==> config.mk <==
export PLATFORM = sky130hd
export DESIGN_NAME = memory_bus_arbiter
export DESIGN_NICKNAME = d
export VERILOG_FILES = /design/src/rtl/memory_bus_arbiter.sv
export SDC_FILE = /design/constraint.sdc
export NUM_CORES = 1
export LEC_CHECK = 0
export CORE_MARGIN = 1.5
export CORE_UTILIZATION = 47
export CTS_CLUSTER_DIAMETER = 60
export DETAILED_ROUTE_END_ITERATION = 6
export PLACE_DENSITY = 0.81
export SYNTH_ARGS = -nofsm -noshare
export SYNTH_HDL_FRONTEND = slang
export SYNTH_SLANG_ARGS = --single-unit
==> constraint.sdc <==
create_clock -name clk_in -period 2.25 [get_ports clk_in]
set_clock_uncertainty 0.1 [all_clocks]
set_input_delay 0.45 -clock clk_in [delete_from_list [all_inputs] [get_ports clk_in]]
set_output_delay 0.45 -clock clk_in [all_outputs]
set_load 0.05 [all_outputs]
==> src/rtl/memory_bus_arbiter.sv <==
// Two-port front end for memory_system. Each port latches its own request,
// one downstream transaction runs at a time, and a watchdog aborts stuck transfers.

module memory_bus_arbiter_port (
    input  logic        clk,
    input  logic        rst_n,
    input  logic [31:0] addr,
    input  logic [31:0] write_data,
    input  logic        dispatch_read,
    input  logic        dispatch_write,
    input  logic [1:0]  mem_width,
    input  logic        clear,
    input  logic        load_read,
    input  logic [31:0] load_value,
    output logic        pending,
    output logic        req_read,
    output logic [31:0] req_addr,
    output logic [31:0] req_write_data,
    output logic [1:0]  req_width,
    output logic [31:0] read_data,
    output logic        busy
);
    logic capture;

    // A dispatch while a request is already held is dropped on the floor.
    assign capture = !pending && (dispatch_read || dispatch_write);
    assign busy    = pending | dispatch_read | dispatch_write;

    always_ff @(posedge clk or negedge rst_n) begin
        if (!rst_n) begin
            pending        <= 1'b0;
            req_read       <= 1'b0;
            req_addr       <= '0;
            req_write_data <= '0;
            req_width      <= '0;
            read_data      <= '0;
        end else begin
            if (capture) begin
                pending        <= 1'b1;
                req_read       <= dispatch_read;
                req_addr       <= addr;
                req_write_data <= write_data;
                req_width      <= mem_width;
            end else if (clear) begin
                pending <= 1'b0;
            end
            if (load_read) read_data <= load_value;
        end
    end
endmodule

module memory_bus_arbiter #(
    parameter int          FIXED_PRIORITY = 0,
    parameter int          TIMEOUT_CYCLES = 1024,
    parameter logic [31:0] ABORT_DATA     = 32'hDEAD_BEEF
) (
    input  logic        clk_in,
    input  logic        rst_n_in,
    input  logic [31:0] m0_addr,
    input  logic [31:0] m0_write_data,
    input  logic        m0_dispatch_read,
    input  logic        m0_dispatch_write,
    input  logic [1:0]  m0_mem_width,
    output logic [31:0] m0_read_data,
    output logic        m0_busy,
    input  logic [31:0] m1_addr,
    input  logic [31:0] m1_write_data,
    input  logic        m1_dispatch_read,
    input  logic        m1_dispatch_write,
    input  logic [1:0]  m1_mem_width,
    output logic [31:0] m1_read_data,
    output logic        m1_busy,
    output logic [31:0] s_addr,
    output logic [31:0] s_write_data,
    output logic        s_dispatch_read,
    output logic        s_dispatch_write,
    output logic [1:0]  s_mem_width,
    input  logic [31:0] s_read_data,
    input  logic        s_busy,
    output logic        timeout_flag
);
    localparam int CW = (TIMEOUT_CYCLES > 1) ? $clog2(TIMEOUT_CYCLES) : 1;
    localparam logic [CW-1:0] WD_LAST = CW'((TIMEOUT_CYCLES > 0) ? TIMEOUT_CYCLES - 1 : 0);

    typedef enum logic [1:0] {IDLE, ISSUE, WAIT_DONE} state_t;

    state_t           state, state_nxt;
    logic             grant, grant_nxt, last_grant, first_wait, done, abort;
    logic [CW-1:0]    wd_cnt;
    logic [31:0]      load_value;
    logic [1:0][31:0] in_addr, in_wdata, req_addr, req_wdata, rd_data;
    logic [1:0][1:0]  in_width, req_width;
    logic [1:0]       in_rd, in_wr, pend, req_read, busy, clear, load;

    assign in_addr  = {m1_addr, m0_addr};
    assign in_wdata = {m1_write_data, m0_write_data};
    assign in_width = {m1_mem_width, m0_mem_width};
    assign in_rd    = {m1_dispatch_read, m0_dispatch_read};
    assign in_wr    = {m1_dispatch_write, m0_dispatch_write};
    assign load_value = done ? s_read_data : ABORT_DATA;

    for (genvar i = 0; i < 2; i++) begin : g_port
        assign clear[i] = (done || abort) && (grant == 1'(i));
        assign load[i]  = clear[i] && req_read[i];
        memory_bus_arbiter_port u_port (
            .clk(clk_in), .rst_n(rst_n_in),
            .addr(in_addr[i]), .write_data(in_wdata[i]),
            .dispatch_read(in_rd[i]), .dispatch_write(in_wr[i]), .mem_width(in_width[i]),
            .clear(clear[i]), .load_read(load[i]), .load_value(load_value),
            .pending(pend[i]), .req_read(req_read[i]), .req_addr(req_addr[i]),
            .req_write_data(req_wdata[i]), .req_width(req_width[i]),
            .read_data(rd_data[i]), .busy(busy[i])
        );
    end

    assign m0_read_data = rd_data[0];
    assign m1_read_data = rd_data[1];
    assign m0_busy      = busy[0];
    assign m1_busy      = busy[1];
    // Downstream bus always reflects the granted request, so it stays stable through WAIT_DONE.
    assign s_addr       = req_addr[grant];
    assign s_write_data = req_wdata[grant];
    assign s_mem_width  = req_width[grant];

    always_comb begin
        state_nxt        = state;
        grant_nxt        = grant;
        done             = 1'b0;
        abort            = 1'b0;
        s_dispatch_read  = 1'b0;
        s_dispatch_write = 1'b0;
        case (state)
            IDLE: begin
                if (|pend) begin
                    state_nxt = ISSUE;
                    if (&pend) grant_nxt = (FIXED_PRIORITY != 0) ? 1'b0 : ~last_grant;
                    else       grant_nxt = pend[1];
                end
            end
            ISSUE: begin
                s_dispatch_read  = req_read[grant];
                s_dispatch_write = !req_read[grant];
                state_nxt        = WAIT_DONE;
            end
            WAIT_DONE: begin
                // s_busy is still high from our own dispatch on the first cycle.
                if (!first_wait && !s_busy) begin
                    done      = 1'b1;
                    state_nxt = IDLE;
                end else if (TIMEOUT_CYCLES > 0 && wd_cnt == WD_LAST) begin
                    abort     = 1'b1;
                    state_nxt = IDLE;
                end
            end
            default: state_nxt = IDLE;
        endcase
    end

    always_ff @(posedge clk_in or negedge rst_n_in) begin
        if (!rst_n_in) begin
            state        <= IDLE;
            grant        <= 1'b0;
            last_grant   <= 1'b0;
            first_wait   <= 1'b0;
            wd_cnt       <= '0;
            timeout_flag <= 1'b0;
        end else begin
            state      <= state_nxt;
            grant      <= grant_nxt;
            first_wait <= (state == ISSUE);
            if (state == ISSUE)          wd_cnt <= '0;
            else if (state == WAIT_DONE) wd_cnt <= wd_cnt + 1'b1;
            if (done)  last_grant   <= grant;
            if (abort) timeout_flag <= 1'b1;
        end
    end
endmodule

==> reports/results.txt, run 1 <==
status - complete, but fails checks
failing checks - setup timing
Hold Path Class - reg -> reg
CP delay by family, top - flip-flops
Clk pwr share - 16.1%
Hold Fails Final Rpt - 0
die height - 145 um
design area - 14,400 um^2
synthesized flop and latch total - 216
drt initial violations - 290
Num CTS Buffers - 24
minimum clock period - 2.35 ns
Synth-to-Final Area Change - 52.5%
CTS tree - yes
CTS clk-pin slew, worst paths - 0.06 ns
H-tree depth - 1
die width - 145 um
Leakage Power - 0.00643 uW
Peak VDD IR - 0.00137 V
switching share of power - 43.4%
post-synth cell types - 44
Critical Path, Cell by Cell - buf_12 -> buf_16 -> mux2_4 -> buf_8
Post-DRT Antenna Nets - 0
core area - 19,600 um^2
Cells after Synth - 682
largest fanout on the critical path - 7
vias in the first global route - 7,703
worst-margin pin slew - 0.562 ns
Fin Setup TNS - -4.69 ns
CP peak stage delay - 0.52 ns
final worst-path cycle share - 105%
DP Wirelength - 18.2 mm
Worst Path Buf+Inv - 3
I/O pins - 306
final setup margin - -0.104 ns
Via Count - 7,163
pin count of the biggest net entering global routing - 60
Starting Density - 48.3%
YS warnings - 0
register share of total power - 27.0%
# Max-Cap Violations - 0
Routed Wire Length - 27.3 mm
fillers - 1,274
commonest non-fill, non-tap cell in the layout - dfrtp_1
DP Area - 13,000 um^2
post-DR vias/cell - 5.51
final setup vio count - 68
synthesized cell area - 9470 um^2
Overflow after GRT - 0
Post-route DRC - 0
Startpoint Class - flip-flop
PD cells - 1750 nW/um^2
row count - 51
GRT Overall Usage - 25.8%
Highest Clock Rate - 425 MHz
Sw Pwr - 11,000 uW
Slew Limit Fails - 0
slowest CP cell - dfrtp_4
commonest non-fill, non-tap cells in the layout - dfrtp_1 (215), mux2_2 (198), clkdlybuf4s50_1 (187), buf_6 (63), or3_1 (49)
Slew headroom - 62.7%
Arrival @ worst endpoint - 1.80 ns
RSZ-0062 raised after global routing - yes
Root Driver - clkbuf_16
Nets - 1,195
clock buffer depth - 3
wire length per cell - 21.0 um
clk sinks - 216
routability cong. - 0.814
first-pass GRT wire length - 43.3 mm
sequential element share of the synthesized area - 57.1%
critical path class - reg -> out
Worst Setup End Kind - output port
share of post-route cells with drive strength above 1 - 36.5%
Cell Int Power - 14,300 uW
share of total power in combinational logic - 56.9%
Data required, critical path - 1.70 ns
initial antenna violation count - 1
TritonRoute pass-1 iters - 5
Synth Net Count - 857
Avg Cell Area, Syn - 13.9 um^2
full die area - 21,000 um^2
number of I/O port buffers - 305
worst skew pair latency - 0.51 ns
worst slack, placed - 0.0342 ns
power groups by stage:
stage	clock, uW	combinational (uW)	sequential [uW]
2_1_floorplan	0	7150	8460
3_3_place_gp	0	12900	6770
3_5_place_dp	0	13000	6850
4_1_cts	4170	14300	6800
5_1_grt	4350	14900	7060
6_report	4080	14400	6830
final timing paths:
path | to | slack, ns | depth (start not counted) | from
hold / removal | timeout_flag$_DFFE_PN0P_ | 0.37 | 1 | timeout_flag$_DFFE_PN0P_
max in group asynchronous | grant$_DFFE_PN0P_ | 1.02 | 3 | rst_n_in
min in group asynchronous | timeout_flag$_DFFE_PN0P_ | 0.38 | 2 | rst_n_in
setup / recovery | s_write_data[17] | -0.10 | 4 | grant$_DFFE_PN0P_
hold reg to reg | timeout_flag$_DFFE_PN0P_ | 0.37 | 1 | timeout_flag$_DFFE_PN0P_
setup reg to reg | g_port[0].u_port.read_data[14]$_DFFE_PN0P_ | 0.14 | 8 | grant$_DFFE_PN0P_
cell usage after synthesis:
cell / instances / area share [%]
nand3_1: 6 / 0.32
and3_1: 3 / 0.20
nor4_1: 3 / 0.20
mux2i_1: 3 / 0.32
and4_1: 2 / 0.18
ha_1: 4 / 0.53
o311ai_0: 1 / 0.092
o32ai_1: 2 / 0.18
dfrtp_1: 216 / 57
clkbuf_1: 12 / 0.48
nor3b_1: 1 / 0.079
o21a_1: 2 / 0.16
a311oi_1: 1 / 0.092
a21o_1: 1 / 0.079
a21oi_1: 1 / 0.053
or3_1: 49 / 3.2
nor2_1: 2 / 0.079
nor4_4: 2 / 0.45
buf_6: 4 / 0.48
nand2b_1: 3 / 0.20
o22ai_1: 1 / 0.066
nor2b_1: 4 / 0.26
nand4_1: 3 / 0.20
o211ai_1: 2 / 0.16
o31a_1: 48 / 4.4
o31ai_1: 1 / 0.079
o21ai_0: 22 / 1.2
a41o_1: 1 / 0.11
nand4_2: 2 / 0.26
or3b_4: 1 / 0.12
nand3b_1: 1 / 0.079
a32o_1: 1 / 0.11
buf_1: 6 / 0.24
inv_1: 9 / 0.36
nor3_1: 3 / 0.16
nand2_1: 7 / 0.28
o21bai_1: 2 / 0.16
a31o_2: 1 / 0.092
buf_2: 26 / 1.4
o2bb2ai_1: 16 / 1.5
a21boi_0: 2 / 0.16
a31oi_1: 3 / 0.20
mux2_2: 201 / 24
o41ai_1: 1 / 0.092
area by class of cell:
class / count / area, um^2 / area share [%]
Inverter: 9 / 33.8 / 0.234
Clock buffer: 35 / 723 / 5.01
Timing Repair Buffer: 360 / 3980 / 27.5
Sequential cell: 216 / 5410 / 37.5
Multi-Input combinational cell: 409 / 3860 / 26.7
Clock inverter: 6 / 105 / 0.728
Tap cell: 265 / 332 / 2.30
Antenna cell: 1 / 2.50 / 0.0173
metal layers:
metal / global-route usage, % / vias to the layer above / share of wire (%)
met1: 31.8 / 3623 / 39
met3: 5.16 / 66 / 5.7
met2: 44.7 / 259 / 51
li1: - / 3215 / -
met5: 0 / - / 0
met4: 9.38 / 0 / 3.6
cells by family after synthesis:
logic type	after synthesis	share of synthesized area, %
flip-flops	216	57.1
multiplexers	204	24.2
AO/OA/AOI/OAI	109	8.96
AND/OR/NAND/NOR	92	6.30
buffers and inverters	57	2.92
adder cells (fa/ha/maj)	4	0.528
flip-flops by register name, indices dropped and copies added (netlist names):
signal	flops
g_port.u_port.read_data	64
g_port.u_port.req_addr	64
g_port.u_port.req_write_data	64
wd_cnt	10
g_port.u_port.req_width	4
g_port.u_port.pending	2
g_port.u_port.req_read	2
state	2
first_wait	1
grant	1
last_grant	1
timeout_flag	1
worst reg2reg max path, stage by stage, from the launching register on:
cell and delay (ns):
dfrtp_4 0.52, buf_4 0.16, buf_4 0.15, buf_4 0.13
buf_4 0.13, nand3b_1 0.18, nor4_4 0.21, buf_4 0.29
o2bb2ai_1 0.11
timing repair:
item	4_1_cts	5_1_grt
setup buffers	11	3
setup endpoints to repair	92	91
gates cloned	3	2
resized for setup	105	27
pin swaps	2	0
hold buffers	1	0
hold endpoints to repair	53	0
per-stage QoR:
stage	util (%)	total power (uW)	instances	hold slack, ns
global placement	66.5	19600	1241	0.354
detailed placement	66.5	19900	1241	0.361
finish	73.7	25300	1301	0.368
global route	73.7	26300	1301	0.393
CTS	73.1	25200	1296	0.369
floorplan	-	15600	682	0.0544
Note: power is estimated with default switching activity, not from simulation.
==> run 2: changes to the inputs <==
Settings changed: CORE_MARGIN 1.5 to 2, PLACE_DENSITY 0.81 to 0.92.
==> run 2 against run 1 <==
The flow still finishes with violations (setup timing). Flip-flop and latch count unchanged. First-iteration DRC count increased by 26%. Routed wire length increased by 4.9%. Clock power decreased by 4%. Count of clock-buffer cells in the layout unchanged. Critical path type unchanged. Largest power group unchanged.
==> reports/results.txt, run 2 (synthesized netlist as in run 1, its figures left out) <==
minimum clock period - 2.34 ns
Synth-to-Final Area Change - 51.1%
register share of total power - 27.4%
Pwr Total - 25,400 uW
full die area - 21,300 um^2
critical path class - reg -> out
die height - 146 um
share of total power in combinational logic - 57.3%
core area - 19,600 um^2
Root Driver - clkbuf_16
wire length per cell - 22.2 um
Worst Path Buf+Inv - 3
Antenna diodes - 0
Startpoint Class - flip-flop
final cell count without fillers - 1,290
H-tree depth - 1
CTS tree - yes
leading registers by flop count - g_port.u_port.read_data: 64 flops, g_port.u_port.req_addr: 64 flops, g_port.u_port.req_write_data: 64 flops
Routed Wire Length - 28.6 mm
CTS clk-pin slew, worst paths - 0.06 ns
Num CTS Buffers - 24
share of post-route cells with drive strength above 1 - 35.9%
final setup margin - -0.0881 ns
# Max-Cap Violations - 0
final worst-path cycle share - 104%
worst-margin pin slew - 0.571 ns
CP delay by family, top - buffers and inverters
Post-DRT Antenna Nets - 0
failing checks - setup timing
TritonRoute pass-1 iters - 4
cell count after placement - 1,238
Slew headroom - 62.0%
Nets - 1,183
status - complete, but fails checks
drt initial violations - 364
Hold Path Class - reg -> reg
Post-route DRC - 0
Peak VDD IR - 0.00164 V
commonest non-fill, non-tap cells in the layout - dfrtp_1 (215), clkdlybuf4s50_1 (182), mux2_2 (168), buf_6 (54), or3_1 (49)
Hold Fails Final Rpt - 0
initial antenna violation count - 0
Via Count - 7,187
Clk pwr share - 15.4%
Arrival @ worst endpoint - 1.79 ns
first-pass GRT wire length - 43.7 mm
number of I/O port buffers - 305
switching share of power - 44.1%
CP peak stage delay - 0.45 ns
clk sinks - 216
clock buffer depth - 3
DP Wirelength - 18.0 mm
Starting Density - 48.3%
GRT Overall Usage - 25.7%
vias in the first global route - 7,812
commonest non-fill, non-tap cell in the layout - dfrtp_1
row count - 51
pin count of the biggest net entering global routing - 65
post-DR vias/cell - 5.57
slowest CP cell - dfrtp_2
RSZ-0062 raised after global routing - yes
largest fanout on the critical path - 11
PD cells - 1780 nW/um^2
Highest Clock Rate - 428 MHz
routability cong. - 0.817
Worst Setup End Kind - output port
Cell Int Power - 14,200 uW
Overflow after GRT - 0
Critical Path, Cell by Cell - buf_12 -> buf_16 -> mux2_2 -> buf_6
final setup vio count - 54
I/O pins - 306
Slew Limit Fails - 0
die width - 146 um
Data required, critical path - 1.70 ns
Leakage Power - 0.00644 uW
worst skew pair latency - 0.51 ns
Sw Pwr - 11,200 uW
run 2: worst paths after layout:
kind,start,endpoint,slack [ns],cells after the start
max,grant$_DFFE_PN0P_,s_write_data[11],-0.09,4
min,g_port[1].u_port.req_write_data[19]$_DFFE_PN0P_,g_port[1].u_port.req_write_data[19]$_DFFE_PN0P_,0.40,1
max reg2reg,state[0]$_DFFE_PN0P_,g_port[0].u_port.read_data[25]$_DFFE_PN0P_,0.23,6
min reg2reg,g_port[1].u_port.req_write_data[19]$_DFFE_PN0P_,g_port[1].u_port.req_write_data[19]$_DFFE_PN0P_,0.40,1
max in group asynchronous,rst_n_in,g_port[1].u_port.req_addr[0]$_DFFE_PN0P_,1.02,3
min in group asynchronous,rst_n_in,g_port[1].u_port.read_data[4]$_DFFE_PN0P_,0.41,2
run 2: worst register-to-register path: stages, from the launching register on:
cell and delay, ns:
dfrtp_1 0.41, inv_1 0.09, ha_1 0.17, or3b_4 0.44
buf_4 0.21, or3_1 0.34, o31a_1 0.12
run 2: stage by stage:
| stage | hold WS, ns | TNS [ns] | cell area, um^2 | util [%] | worst slack (ns) |
|---|---|---|---|---|---|
| floorplan | 0.0544 | 0 | 9470 | - | 0.109 |
| global placement | 0.381 | 0 | 12900 | 65.8 | 0.0630 |
| detailed placement | 0.388 | 0 | 12900 | 65.8 | 0.00581 |
| CTS | 0.401 | -3.98 | 14100 | 71.8 | -0.0985 |
| global route | 0.415 | -5.57 | 14300 | 73.1 | -0.135 |
| finish | 0.401 | -2.89 | 14300 | 73.1 | -0.0881 |
run 2: metal layers:
metal,global-route usage [%],wire length (um),vias up
li1,-,-,3195
met1,30.4,10600,3571
met2,46.2,15000,345
met3,5.11,1850,76
met4,9.66,1100,0
met5,0,0,-
run 2: repair_timing:
action | CTS | global route
hold buffers | 1 | 0
pin swaps | 0 | 1
endpoints found under the hold margin | 53 | 0
setup buffers | 5 | 0
resized for setup | 106 | 72
endpoints found under the setup margin | 95 | 91
cloned | 3 | 1
run 2: layout make-up:
class	instances	area, um^2
clock buffers	35	723
clock inverters	8	71.3
fillers	1222	5280
inverters	9	33.8
multi-input cells	409	3960
flip-flops and latches	216	5410
well taps	265	332
repair buffers	348	3780
run 2: power groups by stage:
stage | registers (uW) | logic [uW] | clock network [uW]
2_1_floorplan | 8460 | 7150 | 0
3_3_place_gp | 6740 | 12700 | 0
3_5_place_dp | 6870 | 13000 | 0
4_1_cts | 6850 | 14000 | 3950
5_1_grt | 7160 | 15100 | 4150
6_report | 6950 | 14600 | 3900
==> run 3: changes to the inputs <==
Settings changed: CORE_MARGIN 2 to 1.
==> run 3 against run 2 <==
The flow still finishes with violations (setup timing). Count of clock-buffer cells in the layout is 4 lower. Global-route usage is 0.18 points lower. Die area is 2.7% lower. Via count is 1.1% lower. Largest cell class unchanged. Clock power is 3% lower. Worst hold slack worse by 0.028 ns. Sequential power is 0.6% lower. Critical endpoint is now s_write_data[19]. Core utilization is 0.23 points higher. Setup slack better by 0.023 ns.
==> reports/results.txt, run 3 (synthesized netlist as in run 1, its figures left out) <==
status - complete, but fails checks
failing checks - setup timing
H-tree depth - 1
DP Wirelength - 17.8 mm
Post-DRT Antenna Nets - 0
number of I/O port buffers - 305
FF-to-FF Start - state[0]$_DFFE_PN0P_
die width - 144 um
met2 Usage GRT - 44.2%
Root Driver - clkbuf_16
I/O pins - 306
Highest Clock Rate - 432 MHz
leading registers by flop count - g_port.u_port.read_data: 64 flops, g_port.u_port.req_addr: 64 flops, g_port.u_port.req_write_data: 64 flops
row count - 51
Synth-to-Final Area Change - 51.6%
share of post-route cells with drive strength above 1 - 35.3%
met1 Resource Use GR - 29.5%
drt initial violations - 296
met3 Use GR - 6.43%
# Max-Cap Violations - 0
worst-margin pin slew - 0.567 ns
Leakage Power - 0.00648 uW
Peak VDD IR - 0.00141 V
Antenna diodes - 0
commonest non-fill, non-tap cell in the layout - dfrtp_1
Hold Fails Final Rpt - 0
clk sinks - 216
CTS tree - yes
RSZ-0062 raised after global routing - yes
GRT Overall Usage - 25.5%
cell count after placement - 1,231
DP Area - 12,900 um^2
Worst Setup End Kind - output port
post-DR vias/cell - 5.54
final setup vio count - 65
full die area - 20,700 um^2
clock buffer depth - 3
TritonRoute pass-1 iters - 4
depth of the most critical reg-to-reg path - 7
Num CTS Buffers - 22
largest fanout on the critical path - 8
design area - 14,400 um^2
die height - 144 um
Hold Path Class - in -> async
CTS clk-pin slew, worst paths - 0.07 ns
critical path class - reg -> out
register-to-register setup slack - 0.21 ns
Starting Density - 48.3%
Arrival @ worst endpoint - 1.77 ns
Core Util, Final - 73.3%
most used routing layer - met2
Overflow after GRT - 0
worst slack, placed - 0.0000369 ns
final setup margin - -0.0656 ns
Post-route DRC - 0
core area - 19,600 um^2
Nets - 1,178
PD cells - 1770 nW/um^2
Pwr Total - 25,400 uW
vias in the first global route - 7,815
Routed Wire Length - 27.4 mm
final cell count without fillers - 1,283
Data required, critical path - 1.70 ns
commonest non-fill, non-tap cells in the layout - dfrtp_1 (215), clkdlybuf4s50_1 (178), mux2_2 (175), or3_1 (49), o31a_1 (48)
Slew headroom - 62.4%
initial antenna violation count - 0
Via Count - 7,106
wire length per cell - 21.3 um
Startpoint Class - flip-flop
final worst-path cycle share - 103%
worst skew pair latency - 0.50 ns
first-pass GRT wire length - 40.8 mm
routability cong. - 0.834
Slew Limit Fails - 0
minimum clock period - 2.32 ns
fillers - 1,230
RR Endpoint - g_port[1].u_port.read_data[14]$_DFFE_PN0P_
pin count of the biggest net entering global routing - 69
[run 3: cell types whose count changed in the layout (fill, tap and decap cells not counted), sizes merged, moves of 2 or more]
| cell | before | now |
|---|---|---|
| clkinv | 6 | 3 |
| dlygate4sd2 | 29 | 26 |
| clkbuf | 37 | 34 |
| dlymetal6s2s | 23 | 30 |
| bufinv | 1 | 3 |
| buf | 111 | 107 |
| clkdlybuf4s50 | 182 | 178 |
[run 3: final cells by class]
type                       instances  area [um^2]  area share [%]
clock buffer                      31          626            4.36
tap                              265          332            2.31
sequential                       216         5410            37.7
timing repair buffer             345         3880            27.1
inverter                           9         33.8           0.235
multi-input combinational        409         3950            27.5
clock inverter                     8          120           0.837
[run 3: repair_timing]
item / 4_1_cts / 5_1_grt
pin swaps: 1 / 0
gates cloned: 4 / 2
setup buffers: 8 / 0
endpoints found under the setup margin: 94 / 98
gates resized for setup: 116 / 70
hold buffers: 1 / 0
endpoints found under the hold margin: 44 / 0
[run 3: per-layer routing]
| metal | wire [um] | vias to the layer above |
|---|---|---|
| met2 | 14200 | 280 |
| met1 | 10300 | 3562 |
| met5 | 0 | - |
| met3 | 1720 | 77 |
| met4 | 1170 | 0 |
| li1 | - | 3187 |
[run 3: worst max-delay path by stage]
stage / from / to / cells past startpoint / slack, ns
global route: grant$_DFFE_PN0P_ / s_write_data[19] / 4 / -0.12
finish: grant$_DFFE_PN0P_ / s_write_data[19] / 4 / -0.07
floorplan: grant$_DFFE_PN0P_ / s_dispatch_read / 4 / 0.11
global placement: s_busy / g_port[1].u_port.read_data[14]$_DFFE_PN0P_ / 6 / 0.06
detailed placement: s_busy / g_port[1].u_port.read_data[14]$_DFFE_PN0P_ / 6 / 0.00004
CTS: grant$_DFFE_PN0P_ / s_write_data[5] / 5 / -0.15
[run 3: metrics by stage]
step	setup TNS (ns)	hold slack (ns)
6_report	-2.06	0.373
5_1_grt	-5.79	0.403
4_1_cts	-6.41	0.370
3_5_place_dp	0	0.334
3_3_place_gp	0	0.331
2_1_floorplan	0	0.0544
[run 3: worst max-delay path: stages, from the launching register on]
cell,delay [ns]
dfrtp_2,0.45
buf_6,0.15
clkbuf_16,0.17
mux2_4,0.33
buf_8,0.15
[run 3: power by group]
part	total (uW)	switching, uW	internal, uW	leakage, uW
registers	6910	1150	5760	0.00261
clock network	3790	1500	2280	0.000359
logic	14700	8450	6290	0.00351
total	25400	11100	14300	0.00648
